`config.mk`:
```
export PLATFORM = sky130hd
export DESIGN_NAME = comp_fir_cfg_ctrl
export DESIGN_NICKNAME = d
export VERILOG_FILES = /design/src/rtl/comp_fir_cfg_ctrl.sv
export SDC_FILE = /design/constraint.sdc
export NUM_CORES = 1
export LEC_CHECK = 0
export CORE_ASPECT_RATIO = 1.4
export CORE_MARGIN = 1.5
export CORE_UTILIZATION = 39
export DETAILED_ROUTE_END_ITERATION = 7
export PLACE_DENSITY_LB_ADDON = 0.15
export SYNTH_ARGS = -nofsm -noshare
export SYNTH_HDL_FRONTEND = slang
export SYNTH_SLANG_ARGS = --single-unit
```
`constraint.sdc`:
```
create_clock -name clk -period 2.7 [get_ports clk]
set_clock_uncertainty 0.15 [all_clocks]
set_input_delay 0.405 -clock clk [delete_from_list [all_inputs] [get_ports clk]]
set_output_delay 0.405 -clock clk [all_outputs]
set_load 0.01 [all_outputs]
```
`src/rtl/comp_fir_cfg_ctrl.sv`:
```
// rtl/comp_fir_cfg_ctrl.sv - compensation FIR reconfiguration sequencer
// Flushes the FIR with zeros, applies the new config, then masks the start-up transient.
module comp_fir_cfg_ctrl #(
    parameter int W         = 28,
    parameter int FLUSH_LEN = 22,
    parameter int DROP_W    = 16
) (
    input  logic              clk,
    input  logic              reset,
    input  logic              clk_enable,
    input  logic              cfg_req,
    input  logic [2:0]        cfg_decim_sel,
    input  logic              cfg_comp_enable,
    output logic              cfg_busy,
    output logic              cfg_done,
    input  logic              s_valid,
    input  logic [W-1:0]      s_sample,
    output logic              fir_in_valid,
    output logic [W-1:0]      fir_in_sample,
    output logic [2:0]        fir_decim_sel,
    output logic              fir_comp_enable,
    output logic              fir_sync_reset,
    input  logic              fir_out_valid,
    input  logic [W-1:0]      fir_out_sample,
    output logic              m_valid,
    output logic [W-1:0]      m_sample,
    output logic [DROP_W-1:0] drop_cnt
);

    typedef enum logic [1:0] {S_RUN, S_FLUSH, S_APPLY, S_WARMUP} state_t;

    localparam int FCW = $clog2(FLUSH_LEN + 1);
    localparam int NW  = 5;

    state_t              r_state;
    logic [FCW-1:0]      r_flush_cnt;
    logic [2:0]          r_pend_sel;
    logic                r_pend_en;
    logic [NW-1:0]       r_warm_cnt;
    logic [NW-1:0]       r_warm_n;
    logic [2:0]          r_fir_decim_sel;
    logic                r_fir_comp_enable;
    logic                r_fir_sync_reset;
    logic                r_cfg_busy;
    logic                r_cfg_done;
    logic [DROP_W-1:0]   r_drop_cnt;

    logic [2:0]          w_req_sel;
    logic [NW-1:0]       w_mask_n;
    logic                w_drop;

    assign w_req_sel = (cfg_decim_sel > 3'd4) ? 3'd4 : cfg_decim_sel;
    assign w_drop    = s_valid && ((r_state == S_FLUSH) || (r_state == S_APPLY));

    // Transient length depends on the tap count of the newly selected FIR mode.
    always_comb begin
        w_mask_n = '0;
        if (r_pend_en && (r_pend_sel != 3'd0)) begin
            w_mask_n = (r_pend_sel == 3'd1) ? NW'(21) : NW'(22);
        end
    end

    always_ff @(posedge clk) begin
        if (reset) begin
            r_state           <= S_RUN;
            r_flush_cnt       <= '0;
            r_pend_sel        <= '0;
            r_pend_en         <= 1'b0;
            r_warm_cnt        <= '0;
            r_warm_n          <= '0;
            r_fir_decim_sel   <= '0;
            r_fir_comp_enable <= 1'b0;
            r_fir_sync_reset  <= 1'b0;
            r_cfg_busy        <= 1'b0;
            r_cfg_done        <= 1'b0;
            r_drop_cnt        <= '0;
        end else if (clk_enable) begin
            r_cfg_done       <= 1'b0;
            r_fir_sync_reset <= 1'b0;
            if (w_drop && (r_drop_cnt != {DROP_W{1'b1}})) begin
                r_drop_cnt <= r_drop_cnt + DROP_W'(1);
            end
            case (r_state)
                S_RUN: begin
                    if (cfg_req) begin
                        r_pend_sel  <= w_req_sel;
                        r_pend_en   <= cfg_comp_enable;
                        r_flush_cnt <= '0;
                        r_cfg_busy  <= 1'b1;
                        r_state     <= S_FLUSH;
                    end
                end
                S_FLUSH: begin
                    if (r_flush_cnt == FCW'(FLUSH_LEN - 1)) begin
                        r_fir_sync_reset <= 1'b1;
                        r_state          <= S_APPLY;
                    end else begin
                        r_flush_cnt <= r_flush_cnt + FCW'(1);
                    end
                end
                S_APPLY: begin
                    r_fir_decim_sel   <= r_pend_sel;
                    r_fir_comp_enable <= r_pend_en;
                    r_warm_cnt        <= '0;
                    r_warm_n          <= w_mask_n;
                    if (w_mask_n == '0) begin
                        r_cfg_busy <= 1'b0;
                        r_cfg_done <= 1'b1;
                        r_state    <= S_RUN;
                    end else begin
                        r_state <= S_WARMUP;
                    end
                end
                S_WARMUP: begin
                    if (fir_out_valid) begin
                        if (r_warm_cnt == r_warm_n - NW'(1)) begin
                            r_cfg_busy <= 1'b0;
                            r_cfg_done <= 1'b1;
                            r_state    <= S_RUN;
                        end else begin
                            r_warm_cnt <= r_warm_cnt + NW'(1);
                        end
                    end
                end
                default: r_state <= S_RUN;
            endcase
        end
    end

    always_comb begin
        fir_in_valid  = 1'b0;
        fir_in_sample = (r_state == S_FLUSH) ? '0 : s_sample;
        m_valid       = 1'b0;
        if (clk_enable) begin
            case (r_state)
                S_RUN: begin
                    fir_in_valid = s_valid;
                    m_valid      = fir_out_valid;
                end
                S_FLUSH:  fir_in_valid = 1'b1;
                S_WARMUP: fir_in_valid = s_valid;
                default:  fir_in_valid = 1'b0;
            endcase
        end
    end

    assign m_sample        = fir_out_sample;
    assign fir_decim_sel   = r_fir_decim_sel;
    assign fir_comp_enable = r_fir_comp_enable;
    assign fir_sync_reset  = r_fir_sync_reset;
    assign cfg_busy        = r_cfg_busy;
    assign cfg_done        = r_cfg_done;
    assign drop_cnt        = r_drop_cnt;

endmodule

```
==> qor.yml <==
status: "finished, final reports clean"
maxCapViolations: 0
fmax_mhz: 403
netlist_area_um2: 2620
drtPass1Iterations: 4
row_count: 35
final.min_clock_period_ns: 2.48
power_mw: 1.43
post_cts_buffers: 0
slowest_delay_ns: 0.56
r2r-end: "cfg_busy"
rsz0062_at_grt: "false"
setup_tns_ns: 0
powerDensity_nw_per_um2: 410
synth_edf_count: 0
postRouteAntennaNets: 0
fin_nets: 456
p_sw_frac: 0.284
dp_hpwl_mm: 4.73
avgSynthCellArea_um2: 8.27
synth_cells: 317
sequentialPowerShare: 0.449
vdd_drop_max_uv: 206
synth-main-ff-cell: "dfxtp_1"
ios: 147
grt_max_degree: 29
slowest_stage: "clkdlybuf4s50_1"
fin_crit_sh: 0.920
die_h_um: 100
worst-slew-pin-transition_ns: 0.483
numCtsBuffers: 5
die_w_um: 72.3
p_sw_mw: 0.406
cts_resized: 0
worstRegToRegCells: 9
p_int_mw: 1.02
setup_viol: 0
hold_end: "fir_comp_enable"
clkPwrFrac: 0.292
drive_above_1_share: 0.0735
die-area_um2: 7230
synth_warnings: 0
gp_congestion: 0.818
yosysSeqAreaShare: 0.321
whs_ns: 0.312
cp-start-kind: "flip-flop"
cp.buffers_inverters: 3
areaGrowthSynthToFinish_pct: 32.9
grt_pass1_wl_mm: 10.2
synthArstFlopShare: 0
yosys_register_bits: 42
cts.sinks: 42
min_delay_path_depth: 2
slew_headroom: 0.675
drc: 0
antenna_found_initial: 0
critPathCaptureType: "primary output"
fin_util: 0.533
drt-initial-drc-count: 70
io_buffers: 90
vias_per_cell: 5.01
hp-start: "fir_comp_enable"
crit_path_cell_trace: "inv_1 > ha_2 > buf_12 > nor2b_1 > clkdlybuf4s50_1"
path_max_fanout: 28
finalMaxSlewViolations: 0
tritoncts: "done"
ctsHoldBuffers: 0
critPathArrivalTime_ns: 1.93
path_class: "reg2out"
wirelength_mm: 6.14
clk_pin_slew_ns: 0.09
grt_overflow: 0
cts_root_buf: "clkbuf_8"
clk_latency_ns: 0.31
p_leak_nw: 1.27
grt_pass1_vias: 2171
vias: 2280
rrSetupSlack_ns: 0.43
syn-num-nets: 393
htree_levels: 2
clock_path_buffers: 2
hold_path.class: "reg2reg"
fin_cells: 455
crit_required_ns: 2.14
initial_core_util: 0.402
antennaDiodeCount: 0
combPwrFrac: 0.259
hold_viol: 0
wl_per_cell_um: 13.5
r2r-start: "r_warm_n[0]"
path_delay_family: "buffers and inverters"
synthDistinctLibCells: 52
numPlacedInstances: 447
coreArea_um2: 6530
grt_usage: 0.176
[cell usage after synthesis (2+ instances only)]
cell / count / area (µm²)
dfxtp_1: 42 / 841
nor2_1: 42 / 158
nor2b_1: 30 / 188
buf_4: 28 / 210
a21oi_1: 20 / 100
nand2_1: 18 / 67.6
inv_1: 12 / 45.0
nor3_1: 11 / 55.1
ha_1: 10 / 125
nand3_1: 10 / 50.1
xnor2_1: 10 / 87.6
xor2_1: 10 / 87.6
clkbuf_1: 8 / 30.0
nand4_1: 7 / 43.8
a211oi_1: 5 / 37.5
mux2i_1: 5 / 50.1
and2_1: 3 / 18.8
nand2b_1: 3 / 18.8
nor3b_1: 3 / 22.5
o21bai_1: 3 / 22.5
and3_1: 2 / 12.5
and3_2: 2 / 15.0
mux2_2: 2 / 22.5
nand4b_1: 2 / 17.5
nor4b_1: 2 / 17.5
[cells by family (layout without fill, tap and decap cells)]
| family | Yosys count | count (layout) | share of synthesized area |
|---|---|---|---|
| mux | 7 | 7 | 0.0277 |
| xor+xnor | 20 | 20 | 0.0669 |
| flops | 42 | 42 | 0.321 |
| fa+ha+maj | 10 | 10 | 0.0478 |
| compound gates | 43 | 43 | 0.115 |
| buf+inv | 52 | 116 | 0.125 |
| simple gates | 143 | 143 | 0.297 |
[worst register-to-register path, cell delays in order (launching register included)]
cell	delay [ns]
dfxtp_1	0.39
inv_1	0.06
ha_1	0.18
inv_1	0.05
ha_1	0.22
xor2_1	0.17
nor4_4	0.23
a41oi_1	0.22
a2111oi_0	0.41
nor3_1	0.07
[through the flow]
| step | area [µm²] | worst slack (ns) |
|---|---|---|
| after global routing | 3480 | 0.0772 |
| after CTS | 3480 | 0.0502 |
| after detailed placement | 3390 | 0.269 |
| after floorplan | 2620 | 0.557 |
| final | 3480 | 0.216 |
| after global placement | 3390 | 0.347 |
[state kept, by name, indices dropped and copies added (netlist names)]
register and flops:
r_warm_cnt 5, r_pend_en 1, r_warm_n 3, r_pend_sel 3
cfg_busy 1, cfg_done 1, fir_decim_sel 3, r_state 2
fir_comp_enable 1, r_flush_cnt 5, drop_cnt 16, fir_sync_reset 1
[worst max path at each step]
stage	startpoint	endpoint	cells after the start
floorplan	r_warm_n[0]	r_warm_cnt[3]	9
global placement	clk_enable	cfg_busy	7
detailed placement	clk_enable	cfg_busy	7
CTS	r_state[1]	fir_in_sample[17]	5
global route	r_state[1]	fir_in_sample[17]	5
finish	r_state[1]	fir_in_sample[17]	5
[metal layers]
metal / up-vias / routed length [µm] / GRT usage
li1: 1177 / - / -
met1: 1039 / 2600 / 0.198
met2: 46 / 3100 / 0.308
met3: 18 / 258 / 0.0392
met4: 0 / 172 / 0.0885
met5: - / 0 / 0
[power groups by stage]
| stage | Sequential (mW) | Clock [mW] | Combinational (mW) |
|---|---|---|---|
| 2_1_floorplan | 0.655 | 0 | 0.208 |
| 3_3_place_gp | 0.655 | 0 | 0.370 |
| 3_5_place_dp | 0.655 | 0 | 0.372 |
| 4_1_cts | 0.641 | 0.433 | 0.374 |
| 5_1_grt | 0.643 | 0.449 | 0.401 |
| 6_report | 0.641 | 0.416 | 0.370 |
[final cells by class]
type                    count  area (µm²)
fillers                   648        3040
multi-input cells         223        1450
well taps                  74        92.6
clock inverters             3        21.3
flip-flops and latches     42         841
clock buffers               5        68.8
inverters                  12        45.0
repair buffers             96         958
[layout by cell type (no fill, tap or decap), types with 2 or more instances in the layout]
cell              n
a211oi_1          5
a21oi_1          20
and2_1            3
and3_1            2
and3_2            2
buf_4             5
clkbuf_8          5
clkdlybuf4s50_1  90
dfxtp_1          42
ha_1              9
inv_1            12
mux2_2            2
mux2i_1           5
nand2_1          18
nand2b_1          3
nand3_1          10
nand4_1           7
nand4b_1          2
nor2_1           42
nor2b_1          30
nor3_1           11
nor3b_1           3
nor4b_1           2
o21bai_1          3
xnor2_1          10
xor2_1           10
Note: power is estimated with default switching activity, not from simulation.
